===== config.mk =====
export PLATFORM = sky130hd
export DESIGN_NAME = pipe_stage_elastic
export DESIGN_NICKNAME = d
export VERILOG_FILES = /design/src/rtl/pipe_pkg.sv /design/src/rtl/pipe_skid_reg.sv /design/src/rtl/pipe_stage_elastic.sv
export SDC_FILE = /design/constraint.sdc
export NUM_CORES = 1
export LEC_CHECK = 0
export ABC_AREA = 1
export CAP_MARGIN = 20
export CORE_MARGIN = 2
export CORE_UTILIZATION = 40
export DETAILED_ROUTE_END_ITERATION = 12
export PLACE_DENSITY_LB_ADDON = 0.1
export SYNTH_ARGS = -nofsm -noshare
export SYNTH_HDL_FRONTEND = slang
export SYNTH_SLANG_ARGS = --single-unit
export TNS_END_PERCENT = 10

===== constraint.sdc =====
create_clock -name clk -period 1.8 [get_ports clk]
set_input_delay 0.27 -clock clk [delete_from_list [all_inputs] [get_ports clk]]
set_output_delay 0.27 -clock clk [all_outputs]
set_load 0.05 [all_outputs]

===== src/rtl/pipe_pkg.sv =====
// Shared types and stage-bundle layouts for the elastic pipeline registers.
package pipe_pkg;

  typedef enum logic [1:0] {
    ST_EMPTY = 2'd0,
    ST_BUSY  = 2'd1,
    ST_FULL  = 2'd2
  } pipe_state_e;

  // EX/MEM bundle, LSB first: ALU result, rd, PC+4, store data, MemtoReg, ctrl
  localparam int unsigned EXMEM_ALU_W   = 32;
  localparam int unsigned EXMEM_RD_W    = 5;
  localparam int unsigned EXMEM_PC4_W   = 32;
  localparam int unsigned EXMEM_DATA_W  = 32;
  localparam int unsigned EXMEM_M2R_W   = 2;
  localparam int unsigned EXMEM_CTRL_W  = 4;

  localparam int unsigned EXMEM_ALU_LSB  = 0;
  localparam int unsigned EXMEM_RD_LSB   = EXMEM_ALU_LSB + EXMEM_ALU_W;
  localparam int unsigned EXMEM_PC4_LSB  = EXMEM_RD_LSB + EXMEM_RD_W;
  localparam int unsigned EXMEM_DATA_LSB = EXMEM_PC4_LSB + EXMEM_PC4_W;
  localparam int unsigned EXMEM_M2R_LSB  = EXMEM_DATA_LSB + EXMEM_DATA_W;
  localparam int unsigned EXMEM_CTRL_LSB = EXMEM_M2R_LSB + EXMEM_M2R_W;
  localparam int unsigned EXMEM_W        = EXMEM_CTRL_LSB + EXMEM_CTRL_W;

  localparam logic [EXMEM_W-1:0] EXMEM_RESET_VAL = EXMEM_W'(32'h4) << EXMEM_PC4_LSB;

  // IF/ID bundle: instruction in the low word, PC+4 in the high word
  localparam int unsigned IFID_W       = 64;
  localparam int unsigned IFID_PC4_LSB = 32;
  localparam logic [IFID_W-1:0] IFID_RESET_VAL = IFID_W'(32'h4) << IFID_PC4_LSB;

  function automatic logic [1:0] state_occ(input pipe_state_e s);
    case (s)
      ST_BUSY: state_occ = 2'd1;
      ST_FULL: state_occ = 2'd2;
      default: state_occ = 2'd0;
    endcase
  endfunction

endpackage


===== src/rtl/pipe_skid_reg.sv =====
// Payload register with load enable and a clear that restores the reset value.
module pipe_skid_reg #(
  parameter int unsigned         DATA_W    = 107,
  parameter logic [DATA_W-1:0]   RESET_VAL = '0
) (
  input  logic              clk,
  input  logic              reset,
  input  logic              clr,
  input  logic              en,
  input  logic [DATA_W-1:0] d,
  output logic [DATA_W-1:0] q
);

  always_ff @(posedge clk) begin
    if (!reset || clr) q <= RESET_VAL;
    else if (en)       q <= d;
  end

endmodule


===== src/rtl/pipe_stage_elastic.sv =====
// Elastic inter-stage register: valid/ready handshake, optional 2-entry skid, flush to bubble.
module pipe_stage_elastic
  import pipe_pkg::*;
#(
  parameter int unsigned       DATA_W    = EXMEM_W,
  parameter logic [DATA_W-1:0] RESET_VAL = '0,
  parameter bit                SKID      = 1'b1
) (
  input  logic              clk,
  input  logic              reset,
  input  logic              flush,
  input  logic              in_valid,
  output logic              in_ready,
  input  logic [DATA_W-1:0] in_data,
  output logic              out_valid,
  input  logic              out_ready,
  output logic [DATA_W-1:0] out_data,
  output logic [1:0]        occupancy
);

  pipe_state_e       st_q, st_d;
  logic              in_ready_q;
  logic              out_valid_q;
  logic [1:0]        occ_q;
  logic              in_xfer, out_xfer;
  logic              main_en;
  logic [DATA_W-1:0] main_d;
  logic [DATA_W-1:0] skid_q;

  assign in_xfer   = in_valid & in_ready;
  assign out_xfer  = out_valid_q & out_ready;
  assign in_ready  = SKID ? in_ready_q : (~out_valid_q | out_ready);
  assign out_valid = out_valid_q;
  assign occupancy = occ_q;
  assign main_d    = (st_q == ST_FULL) ? skid_q : in_data;

  // Next state and main-register load; flush wins over any transfer
  always_comb begin
    st_d    = st_q;
    main_en = 1'b0;
    case (st_q)
      ST_EMPTY: begin
        if (in_xfer) begin
          main_en = 1'b1;
          st_d    = ST_BUSY;
        end
      end
      ST_BUSY: begin
        if (in_xfer && out_xfer)        main_en = 1'b1;
        else if (out_xfer)              st_d    = ST_EMPTY;
        else if (in_xfer && SKID)       st_d    = ST_FULL;
      end
      ST_FULL: begin
        if (out_xfer) begin
          main_en = 1'b1;
          st_d    = ST_BUSY;
        end
      end
      default: st_d = ST_EMPTY;
    endcase
    if (flush) st_d = ST_EMPTY;
  end

  always_ff @(posedge clk) begin
    if (!reset) begin
      st_q        <= ST_EMPTY;
      out_valid_q <= 1'b0;
      occ_q       <= 2'd0;
      in_ready_q  <= 1'b1;
    end else begin
      st_q        <= st_d;
      out_valid_q <= (st_d != ST_EMPTY);
      occ_q       <= state_occ(st_d);
      in_ready_q  <= (st_d != ST_FULL);
    end
  end

  pipe_skid_reg #(.DATA_W(DATA_W), .RESET_VAL(RESET_VAL)) u_main (
    .clk   (clk),
    .reset (reset),
    .clr   (flush),
    .en    (main_en),
    .d     (main_d),
    .q     (out_data)
  );

  generate
    if (SKID) begin : g_skid
      logic skid_en;
      assign skid_en = (st_q == ST_BUSY) & in_xfer & ~out_xfer;
      pipe_skid_reg #(.DATA_W(DATA_W), .RESET_VAL(RESET_VAL)) u_skid (
        .clk   (clk),
        .reset (reset),
        .clr   (flush),
        .en    (skid_en),
        .d     (in_data),
        .q     (skid_q)
      );
    end else begin : g_noskid
      assign skid_q = RESET_VAL;
    end
  endgenerate

`ifndef SYNTHESIS
  a_no_overflow: assert property (@(posedge clk) disable iff (!reset)
    !((st_q == ST_FULL) && in_valid && in_ready));
  a_occ_match: assert property (@(posedge clk) disable iff (!reset)
    occupancy == (2'({1'b0, out_valid}) + 2'({1'b0, (st_q == ST_FULL)})));
`endif

endmodule


# Word level (Yosys, flattened, before mapping)
# Index checks and enable logic that the tools add are counted.
# Widths: inputs -> output; s select.
classes:
  bitwise_logic: 5
  muxes: 13
  n_eq_ne: 5
  n_reduce_logical: 5
ops:
  columns: ["op", "n"]
  rows:
  - ["$mux 107", 1]
  - ["$mux 2", 6]
  - ["$pmux 2 s3", 1]
  - ["$and 1x1->1", 4]
  - ["$eq 2x1->1 const B", 2]
  - ["$eq 2x2->1 const B", 2]
  - ["$pmux 2 s2", 1]
  - ["$mux 1", 3]
  - ["$pmux 1 s3", 1]
  - ["$logic_not 2->1", 1]
  - ["$ne 2x2->1 const B", 1]
  - ["$reduce_bool 2->1", 1]
  - ["$logic_and 1x1->1", 1]
  - ["$logic_not 1->1", 1]
  - ["$logic_or 1x1->1", 1]
  - ["$not 1->1", 1]
totals:
  elab_cells: 34
  in_bits: 112
  register_bits: 220
  out_inout_bits: 111

# Depth between registers and ports, before layout
depth:
  word_depth: 8
  ltp_mapped: 9
  mapped_depth_nobuf: 7

# Cells and area by module
# A second synthesis with hierarchy kept.
unflattened:
  hier_cells: 1077
  hier_area_um2: 9120.0
by_module_without_submodules:
  columns: ["module", "seq_area_each_um2", "n_inst", "cells_per_inst", "area_each_um2"]
  rows:
  - ["pipe_skid_reg", 2142.1, 2, 465, 3768.6]
  - ["pipe_stage_elastic", 120.1, 1, 147, 1582.8]

# Worst setup path after synthesis
# Ideal clock, no wire load.
synth_timing:
  kind: "reg2reg"
  startpoint: "reg in_ready_q, in the netlist in_ready"
  endpoint: "reg g_skid.u_skid.q[100]"
  path_buffers: 2
  t_required_ns: 1.668
  arrival_ns: 1.560
  slack_ns: 0.108
  setup_ns: 0.132
  stages_incl_launch_ff: 8
  period_less_slack_ns: 1.692
  cell_sequence: "dfxtp_1 > nand2_1 > nor2_4 > nand2_2 > buf_4 > buf_2 > nand2_1 > a21oi_1"
synth_between:
  elab_chain_len: 3
synth_rtl:
  columns: ["item", "line", "text"]
  rows:
  - ["from (decl)", "pipe_stage_elastic.sv:22", "logic in_ready_q;"]
  - ["from (signal assigned)", "pipe_stage_elastic.sv:74", "in_ready_q <= (st_d != ST_FULL);"]
  - ["$and 1x1->1", "pipe_stage_elastic.sv:30", "assign in_xfer = in_valid & in_ready;"]
  - ["$and 1x1->1 (2 in a row)", "pipe_stage_elastic.sv:90", "assign skid_en = (st_q == ST_BUSY) & in_xfer & ~out_xfer;"]
  - ["to (signal assigned)", "pipe_skid_reg.sv:15", "if (!reset || clr) q <= RESET_VAL;"]
  - ["to (signal assigned)", "pipe_skid_reg.sv:16", "else if (en) q <= d;"]
  - ["to (decl)", "pipe_skid_reg.sv:11", "output logic [DATA_W-1:0] q"]
# No other way between the ends.
# A chain may end at the register's enable or synchronous reset.

# Final worst setup path
layout_timing:
  startpoint: "reg u_main.q[40]"
  endpoint: "out out_data[40]"
layout_lines:
  columns: ["item", "line", "text"]
  rows:
  - ["from (decl)", "pipe_skid_reg.sv:11", null]
  - ["from (signal assigned)", "pipe_skid_reg.sv:15", null]
  - ["from (signal assigned)", "pipe_skid_reg.sv:16", null]
  - ["to (decl)", "pipe_stage_elastic.sv:17", "output logic [DATA_W-1:0] out_data,"]
# No word-level cell between the ends.

==> qor.yml <==
status: "finished, final reports clean"
io_buffers: 222
swShare: 0.265
ys_warn_count: 0
slowest_delay_ns: 0.55
clock_sinks: 220
powerDensity_mw_per_mm2: 930
die_h_um: 160
routed_wl_mm: 27.3
fin_util: 0.556
cp_slowest_cell: "dlygate4sd2_1"
final-hold-violation-count: 0
cts_buffers: 25
drive_above_1_share: 0.0550
die-width_um: 160
p_switching_mw: 3.23
slew_viol_final: 0
n_antenna_cell: 0
finalCritPeriodShare: 0.943
clk_latency_ns: 0.52
final_common_cell: "nand2_1"
grt_util_all_layers: 0.212
avgSynthCellArea_sq_um: 6.33
fin_nets: 1824
vdd_drop_max_mv: 0.552
worstSetupPathType: "reg2out"
synthesis.nets: 1640
die_area_sq_mm: 0.0255
viasPerCell: 4.68
postCtsHoldBufs: 0
critical-path-top-delay-family: "buffers and inverters"
tightest_slew_ns: 0.564
netlist_area_sq_mm: 0.00968
wl_per_cell_um: 13.3
drt_drc_violations_left: 0
initial_utilization: 0.410
critPathBufInv: 1
firstDrtPassIters: 5
grt_max_degree: 108
comb_power_share: 0.148
hpwlAfterDp_mm: 17.3
instances_no_fill: 2047
rows: 56
ys_seq_area_frac: 0.455
grt_pass1_vias: 8988
antenna_left: 0
htree_levels: 1
gp_congestion: 0.756
endpoint_kind: "primary output"
power_mw: 12.2
grt-ovfl-total: 0
required_ns: 1.53
cts_tree: "yes"
drtIter0Drc: 545
setup_violations: 0
grt_antenna_before_repair: 0
critical_path.max_fanout: 2
vias: 9571
cp-start-kind: "flop"
syn_to_final_growth_pct: 35.7
layout_common_cells: "654 x nand2_1, 220 x dfxtp_1, 214 x nor2_1, 114 x inv_1, 111 x clkdlybuf4s50_1"
cap_violations: 0
slew_headroom: 0.624
p_int_mw: 8.98
fmax_mhz: 589
arrival_ns: 1.43
synth_seq_cells: 220
top_level_ports: 223
holdWs_ns: 0.361
min_period_ns: 1.70
clock_path_buffers: 3
path_cells: "dlygate4sd2_1"
grt_pass1_wl_mm: 45.4
clk_pin_slew_ns: 0.07
pwr-share-seq: 0.417
min_path_type: "in2reg"
netlist_instances: 1528
clock-root-buffer: "clkbuf_16"
power_leakage_nw: 6.15
finClkSkew_ns: 0.0174
core_area_sq_mm: 0.0236
dpl.cell_count: 2004
yosys.cell_types.count: 15
nFillCells: 2409
rsz0062_at_grt: "false"
p_clk_frac: 0.435
-- cells by family (layout without fill, tap and decap cells) --
kind of cell    after synthesis  after routing  synth area share
compound gates              108            108            0.0558
buf+inv                     218            418            0.0920
flops                       220            220             0.455
simple gates                982            982             0.397
-- layout make-up --
cell class / count / area [sq um] / area share
clock buffers: 35 / 713 / 0.0543
clock inverters: 8 / 146 / 0.0111
inverters: 117 / 444 / 0.0338
multi-input cells: 1090 / 4410 / 0.336
flip-flops and latches: 220 / 4400 / 0.335
well taps: 319 / 399 / 0.0304
repair buffers: 258 / 2610 / 0.199
-- routing by layer --
metal | global-route usage | share of wire
met1 | 0.270 | 0.44
met2 | 0.366 | 0.47
met3 | 0.0453 | 0.070
met4 | 0.0492 | 0.018
met5 | 0 | 0
-- repair_timing --
| action | in CTS | in global routing |
|---|---|---|
| setup buffers | 0 | 0 |
| setup endpoints to repair | 99 | 0 |
| resized for setup | 99 | 0 |
-- worst reg2reg max path, delay by kind of cell, from the launching register on --
family                 cells  cell delay (ns)
buffers and inverters      2             0.49
DFF                        1             0.41
and+or+nand+nor            5             0.54
-- synth_stat cells (all sizes together) --
| cell type | instances | area [sq um] |
|---|---|---|
| buf | 61 | 302 |
| nand3 | 108 | 541 |
| nand2 | 657 | 2470 |
| a21oi | 107 | 536 |
| nor2 | 216 | 826 |
| dfxtp | 220 | 4400 |
| inv | 117 | 439 |
| clkbuf | 40 | 150 |
| o21ai | 1 | 5.00 |
| nand4 | 1 | 6.26 |
-- power by group through the flow --
stage / logic (mW) / registers [mW] / clock network [mW]
6_report: 1.81 / 5.09 / 5.32
5_1_grt: 1.98 / 5.11 / 5.68
4_1_cts: 1.82 / 5.09 / 5.44
3_5_place_dp: 1.89 / 5.20 / 0
3_3_place_gp: 1.87 / 5.20 / 0
2_1_floorplan: 0.699 / 5.61 / 0
-- through the flow --
step	setup TNS, ns	worst slack (ns)	instance area, sq um
finish	0	0.103	13100
global route	0	0.0454	13100
CTS	0	0.0802	13100
detailed placement	-2.15	-0.0820	12400
global placement	-1.52	-0.0630	12400
floorplan	0	0.108	9680
-- worst paths after layout --
path	startpoint	to	slack, ns	cells after the start
min reg2reg	g_skid.u_skid.q[42]$_SDFFE_PP0P_	g_skid.u_skid.q[42]$_SDFFE_PP0P_	0.46	2
min	in_data[44]	g_skid.u_skid.q[44]$_SDFFE_PP0P_	0.36	3
max	u_main.q[40]$_SDFFE_PP0P_	out_data[40]	0.10	1
max reg2reg	st_q[0]$_SDFF_PN0_	u_main.q[87]$_SDFFE_PP0P_	0.31	7
-- flip-flops by register name, summed over array words and instances, names as in the netlist --
| signal | cells |
|---|---|
| g_skid.u_skid.q | 107 |
| u_main.q | 107 |
| occupancy | 2 |
| st_q | 2 |
| in_ready | 1 |
| out_valid | 1 |
(Power assumes the default switching activity.)
